[config.mk]
export PLATFORM = sky130hd
export DESIGN_NAME = apb_slave_regs
export DESIGN_NICKNAME = d
export VERILOG_FILES = /design/src/rtl/apb_pkg.sv /design/src/rtl/apb_addr_decode.sv /design/src/rtl/apb_slave_regs.sv
export SDC_FILE = /design/constraint.sdc
export NUM_CORES = 1
export LEC_CHECK = 0
export ABC_AREA = 1
export BUFFER_PORTS_ARGS = -buffer_cell sky130_fd_sc_hd__buf_2
export CORE_MARGIN = 8
export CORE_UTILIZATION = 39
export DETAILED_ROUTE_END_ITERATION = 8
export PLACE_DENSITY_LB_ADDON = 0.05
export SETUP_SLACK_MARGIN = 0.4
export SLEW_MARGIN = 20
export SYNTH_ARGS = -nofsm -noshare
export SYNTH_HDL_FRONTEND = slang
export SYNTH_HIERARCHICAL = 1
export SYNTH_SLANG_ARGS = --single-unit
[constraint.sdc]
create_clock -name s_apb_pclk -period 21.6 [get_ports s_apb_pclk]
set_input_delay 1.08 -clock s_apb_pclk [delete_from_list [all_inputs] [get_ports s_apb_pclk]]
set_output_delay 1.08 -clock s_apb_pclk [all_outputs]
set_load 0.02 [all_outputs]
[src/rtl/apb_pkg.sv]
// Shared APB completer definitions: FSM state encoding, response codes and
// the byte-strobe merge used on register writes.
package apb_pkg;

    typedef enum logic {
        IDLE   = 1'b0,
        ACCESS = 1'b1
    } apb_state_t;

    localparam logic APB_OKAY   = 1'b0;
    localparam logic APB_SLVERR = 1'b1;

    localparam int CNT_W = 4;

    function automatic logic [31:0] apb_strb_merge(
        input logic [31:0] old,
        input logic [31:0] wdata,
        input logic [3:0]  strb
    );
        logic [31:0] res;
        res = old;
        for (int n = 0; n < 4; n++) begin
            if (strb[n]) res[8*n +: 8] = wdata[8*n +: 8];
        end
        return res;
    endfunction

endpackage

[src/rtl/apb_addr_decode.sv]
// Combinational APB address decoder: byte address to word index plus error
// flag (below base, past last register, unaligned, write to read-only reg 0).
module apb_addr_decode #(
    parameter logic [31:0] BASE_ADDR = 32'h0000_0000,
    parameter int          NUM_REGS  = 16,
    parameter int          IDX_W     = $clog2(NUM_REGS)
) (
    input  logic [31:0]      paddr,
    input  logic             pwrite,
    output logic [IDX_W-1:0] index,
    output logic             err
);

    logic [31:0] offset;
    logic [29:0] word;

    assign offset = paddr - BASE_ADDR;
    assign word   = offset[31:2];
    assign index  = word[IDX_W-1:0];

    // BASE_ADDR is word aligned, so offset[1:0] equals paddr[1:0]; the full
    // 30-bit word compare keeps high offsets from aliasing onto low registers.
    always_comb begin
        err = (paddr < BASE_ADDR)
           || (word >= 30'(NUM_REGS))
           || (offset[1:0] != 2'b00)
           || (pwrite && (word == 30'd0));
    end

endmodule

[src/rtl/apb_slave_regs.sv]
// APB3/APB4 completer register bank with programmable wait states, byte
// strobes, read-only ID register and per-register write pulses.
//
//  state  | meaning
//  -------+-------------------------------------------------------------
//  IDLE   | no transfer; a SETUP (psel & !penable) captures the request
//  ACCESS | waiting on counter; pready when it reaches zero, abort on
//         | psel/penable dropping
module apb_slave_regs
    import apb_pkg::*;
#(
    parameter logic [31:0] BASE_ADDR   = 32'h0000_0000,
    parameter int          NUM_REGS    = 16,
    parameter int          WAIT_STATES = 0,
    parameter logic [31:0] ID_VALUE    = 32'hA9B0_0001,
    parameter logic [31:0] RESET_VALUE = 32'h0
) (
    input  logic                     s_apb_pclk,
    input  logic                     s_apb_preset,
    input  logic [31:0]              s_apb_paddr,
    input  logic                     s_apb_psel,
    input  logic                     s_apb_penable,
    input  logic                     s_apb_pwrite,
    input  logic [31:0]              s_apb_pwdata,
    input  logic [3:0]               s_apb_pstrb,
    input  logic [2:0]               s_apb_pprot,
    output logic                     s_apb_pready,
    output logic [31:0]              s_apb_prdata,
    output logic                     s_apb_pslverr,
    output logic [32*NUM_REGS-1:0]   regs_o,
    output logic [NUM_REGS-1:0]      wr_pulse_o
);

    localparam int IDX_W = $clog2(NUM_REGS);

    apb_state_t         state;
    logic [CNT_W-1:0]   cnt;
    logic [IDX_W-1:0]   idx;
    logic               wr;
    logic [31:0]        wdata;
    logic [3:0]         strb;
    logic               err;
    logic [31:0]        rdata;
    logic [31:0]        regs_q [1:NUM_REGS-1];
    logic [31:0]        view   [NUM_REGS];
    logic [NUM_REGS-1:0] wr_pulse_q;

    logic [IDX_W-1:0]   dec_index;
    logic               dec_err;
    logic               unused_pprot;

    assign unused_pprot = ^s_apb_pprot;

    apb_addr_decode #(
        .BASE_ADDR (BASE_ADDR),
        .NUM_REGS  (NUM_REGS),
        .IDX_W     (IDX_W)
    ) u_decode (
        .paddr  (s_apb_paddr),
        .pwrite (s_apb_pwrite),
        .index  (dec_index),
        .err    (dec_err)
    );

    always_comb begin
        view[0] = ID_VALUE;
        for (int i = 1; i < NUM_REGS; i++) begin
            view[i] = regs_q[i];
        end
    end

    for (genvar g = 0; g < NUM_REGS; g++) begin : g_regs_o
        assign regs_o[32*g +: 32] = view[g];
    end

    assign s_apb_pready  = (state == ACCESS) && s_apb_psel && s_apb_penable && (cnt == '0);
    assign s_apb_pslverr = (s_apb_pready && err) ? APB_SLVERR : APB_OKAY;
    assign s_apb_prdata  = (s_apb_pready && !wr) ? rdata : 32'h0;
    assign wr_pulse_o    = wr_pulse_q;

    always_ff @(posedge s_apb_pclk or posedge s_apb_preset) begin
        if (s_apb_preset) begin
            state      <= IDLE;
            cnt        <= '0;
            idx        <= '0;
            wr         <= 1'b0;
            wdata      <= '0;
            strb       <= '0;
            err        <= 1'b0;
            rdata      <= '0;
            wr_pulse_q <= '0;
            for (int i = 1; i < NUM_REGS; i++) begin
                regs_q[i] <= RESET_VALUE;
            end
        end else begin
            wr_pulse_q <= '0;
            case (state)
                IDLE: begin
                    if (s_apb_psel && !s_apb_penable) begin
                        state <= ACCESS;
                        idx   <= dec_index;
                        wr    <= s_apb_pwrite;
                        wdata <= s_apb_pwdata;
                        strb  <= s_apb_pstrb;
                        err   <= dec_err;
                        // Read data is frozen at SETUP so a concurrent write can't tear it.
                        rdata <= dec_err ? 32'h0 : view[dec_index];
                        cnt   <= CNT_W'(WAIT_STATES);
                    end
                end
                ACCESS: begin
                    if (!s_apb_psel || !s_apb_penable) begin
                        state <= IDLE;
                    end else if (cnt != '0) begin
                        cnt <= cnt - CNT_W'(1);
                    end else begin
                        state <= IDLE;
                        if (wr && !err) begin
                            for (int i = 1; i < NUM_REGS; i++) begin
                                if (idx == IDX_W'(i)) begin
                                    regs_q[i] <= apb_strb_merge(regs_q[i], wdata, strb);
                                end
                            end
                            wr_pulse_q[idx] <= 1'b1;
                        end
                    end
                end
                default: state <= IDLE;
            endcase
        end
    end

endmodule

==> flow_summary_export.csv <==
group,metric,value,unit
synth,syn-cell-area,27300,sq um
worst_setup_path,critical_path.startpoint_type,"register",
synth,synth.area.top_cells,"sky130_fd_sc_hd__dfrtp_1, sky130_fd_sc_hd__nand2_1, sky130_fd_sc_hd__nand3_1",
drt,vias_per_cell,5.01,
place,detailedPlacementHpwl,79.1,mm
final_layout,layout-drive-gt1-share,20.1,%
global_routing,antenna_found_initial,2,
worst_setup_path,critical_path_required,20.52,ns
synth,synth.ff_latch_count,575,
place,preCtsSetupSlack,17.15,ns
synth,dominantRegCellSynth,"sky130_fd_sc_hd__dfrtp_1",
timing,achievable-frequency,0.232,GHz
synth,ys.warnings.count,6,
synth,async_flop_share,100,%
final_layout,final_cell_area,33000,sq um
place,place_area,30600,sq um
drt,routed_wirelength,114,mm
clocking,clockBufferDepth,3,
hold_path,worst_hold_path_type,"reg2reg",
die,start_util,39.1,%
die,boundaryPins,638,
drt,route.antenna.remaining_nets,0,
timing,slew_headroom,30.9,%
clocking,cts_resized,0,
clocking,clock_buffer_count_from_cts,69,
synth,synth_largest_area_cell,"sky130_fd_sc_hd__dfrtp_1",
synth,netlist_instances,3538,
final_layout,syn2layout_area_growth,20.9,%
die,row_count,97,
clocking,cts_tree,"yes",
place,dp.cells,4889,
timing,timing_max_transition_violations_final,0,
drt,drt_pre_antenna_iters,6,
timing,hold-worst-slack,0.478,ns
final_layout,fin_cells,5009,
timing,worst-slew-pin-transition,1.04,ns
timing,hold_viol_final,0,
drt,routed_len_inst,22.7,um
timing,setup_violations,0,
synth,post_synth.cell_area_avg,7.71,sq um
drt,via_count,25111,
die,core-area,69700,sq um
power_and_ir_drop,pwr_density_cell,76.9,nW/um^2
final_layout,mostFrequentLayoutCell,"sky130_fd_sc_hd__nand2_1",
die,chipHeight,280,um
synth,synth_top_cell_area_share,52.8,%
drt,initialDrtViolationCount,2039,
power_and_ir_drop,power.static_leakage,16.9,nW
clocking,clk_pin_slew_worst_paths,0.05,ns
final_layout,fill_cells,7217,
global_routing,overflow_after_grt,0,
global_routing,largest_net_degree_at_the_start_of_global_routing,136,
global_routing,grt_pass1_vias,24060,
worst_setup_path,critical_path_class,"reg2out",
final_layout,design.final.nets,4097,
synth,synth_cell_type_count,27,
synth,synth_sequential_area_ratio,52.8,%
final_layout,final_core_util,47.3,%
worst_setup_path,cp-end-kind,"primary output",
timing,clock_skew,0.0215,ns
job,cap_violations,0,
worst_setup_path,worst-endpoint-arrival,3.23,ns
clocking,postCtsSetupRepairBufs,0,
clocking,cts.sinks,575,
clocking,ctsHoldBuffers,0,
die,fp.dieArea,78600,sq um
clocking,cts_root_buf,"sky130_fd_sc_hd__clkbuf_16",
place,globalplace.congestion,0.858,
synth,synth-edff-count,0,
timing,final.min_clock_period,4.31,ns
global_routing,grt_first_pass_wirelength,166,mm
timing,final_clock_period_utilization_by_the_worst_path,19.9,%
timing,grt_setup_unrepaired,"no",
timing,fin_tns_setup,0,ns
place,io_buffers,602,
worst_setup_path,critical_path.max_fanout,32,
power_and_ir_drop,vdd_drop_max,0.0000524,V
die,dieWidth,280,um
outcome,run_status,"finished, final reports clean",
drt,drc,0,
clocking,worstSkewPairLatency,0.61,ns
power_and_ir_drop,total_power,2.53,mW
global_routing,all_layer_global_routing_usage,28.2,%
final_layout,final_cell_mix,"sky130_fd_sc_hd__nand2_1, sky130_fd_sc_hd__buf_2, sky130_fd_sc_hd__dfrtp_1",
timing,setup_slack,17.29,ns
clocking,h-tree-depth,3,
state kept, by name (all words and copies together), names as in the netlist:
| register | count |
|---|---|
| cnt | 4 |
| err | 1 |
| idx | 4 |
| rdata | 32 |
| regs_o | 480 |
| state | 1 |
| strb | 4 |
| wdata | 32 |
| wr | 1 |
| wr_pulse_o | 16 |
layer usage:
metal	track usage [%]	wire, um	vias up	share of wire (%)
li1	-	-	12044	-
met1	36.9	47900	12081	42
met2	46.4	54200	825	48
met3	5.89	7670	161	6.8
met4	9.09	3830	0	3.4
met5	0	0	-	0
power by group:
part	leakage, nW	internal (mW)	switching, mW
registers	7.71	1.10	0.0158
clock network	1.14	0.724	0.471
logic	8.09	0.0406	0.188
total	16.9	1.86	0.675
cells by family (layout without fill, tap and decap cells):
logic type / count (synthesis) / in the layout / synth area share (%)
simple gates: 1747 / 1747 / 26.9
buf+inv: 669 / 1169 / 10.1
flops: 575 / 575 / 52.8
compound gates: 544 / 544 / 10.1
other cells: 2 / 33 / 0.0275
fa+ha+maj: 1 / 1 / 0.0459
worst max-delay path: stages (launching register included):
cell and delay, ns:
sky130_fd_sc_hd__dfrtp_1 0.46, sky130_fd_sc_hd__inv_1 0.21, sky130_fd_sc_hd__nor2_1 0.21, sky130_fd_sc_hd__nand2_1 0.12
sky130_fd_sc_hd__inv_1 0.17, sky130_fd_sc_hd__nand2_2 0.61, sky130_fd_sc_hd__nor2_1 0.58, sky130_fd_sc_hd__buf_2 0.25
synth_stat cells, types with 3 or more instances:
cell	instances
sky130_fd_sc_hd__buf_4	40
sky130_fd_sc_hd__dfrtp_1	575
sky130_fd_sc_hd__clkbuf_1	115
sky130_fd_sc_hd__nor3_4	3
sky130_fd_sc_hd__nand2_1	1191
sky130_fd_sc_hd__nor3_2	10
sky130_fd_sc_hd__o21ai_2	8
sky130_fd_sc_hd__nor2_4	4
sky130_fd_sc_hd__a21oi_1	3
sky130_fd_sc_hd__nand3_1	410
sky130_fd_sc_hd__nand3b_1	3
sky130_fd_sc_hd__buf_6	5
sky130_fd_sc_hd__inv_1	410
sky130_fd_sc_hd__nor2_1	83
sky130_fd_sc_hd__o21ai_0	316
sky130_fd_sc_hd__buf_1	37
sky130_fd_sc_hd__inv_2	9
sky130_fd_sc_hd__o21ai_1	216
sky130_fd_sc_hd__buf_2	53
sky130_fd_sc_hd__nand2_2	37
worst paths after layout:
kind / to / cells after the start / slack, ns / start
setup / recovery: s_apb_prdata[28] / 7 / 17.29 / state
hold / removal: rdata[31] / 2 / 0.48 / rdata[31]
setup reg to reg: regs_o[60] / 6 / 19.04 / idx[3]
hold reg to reg: rdata[31] / 2 / 0.48 / rdata[31]
max in group asynchronous: regs_o[120] / 5 / 17.89 / s_apb_preset
min in group asynchronous: wdata[6] / 2 / 0.65 / s_apb_preset
final cells by class:
| class | count | area [sq um] | share of cell area, % |
|---|---|---|---|
| flip-flops and latches | 575 | 14400 | 43.7 |
| repair buffers | 631 | 3240 | 9.84 |
| clock inverters | 17 | 239 | 0.725 |
| diodes | 1 | 2.50 | 0.00759 |
| clock buffers | 102 | 2080 | 6.30 |
| well taps | 940 | 1180 | 3.57 |
| multi-input cells | 2324 | 10200 | 31.1 |
| inverters | 419 | 1590 | 4.82 |
Note: power is estimated with default switching activity, not from simulation.
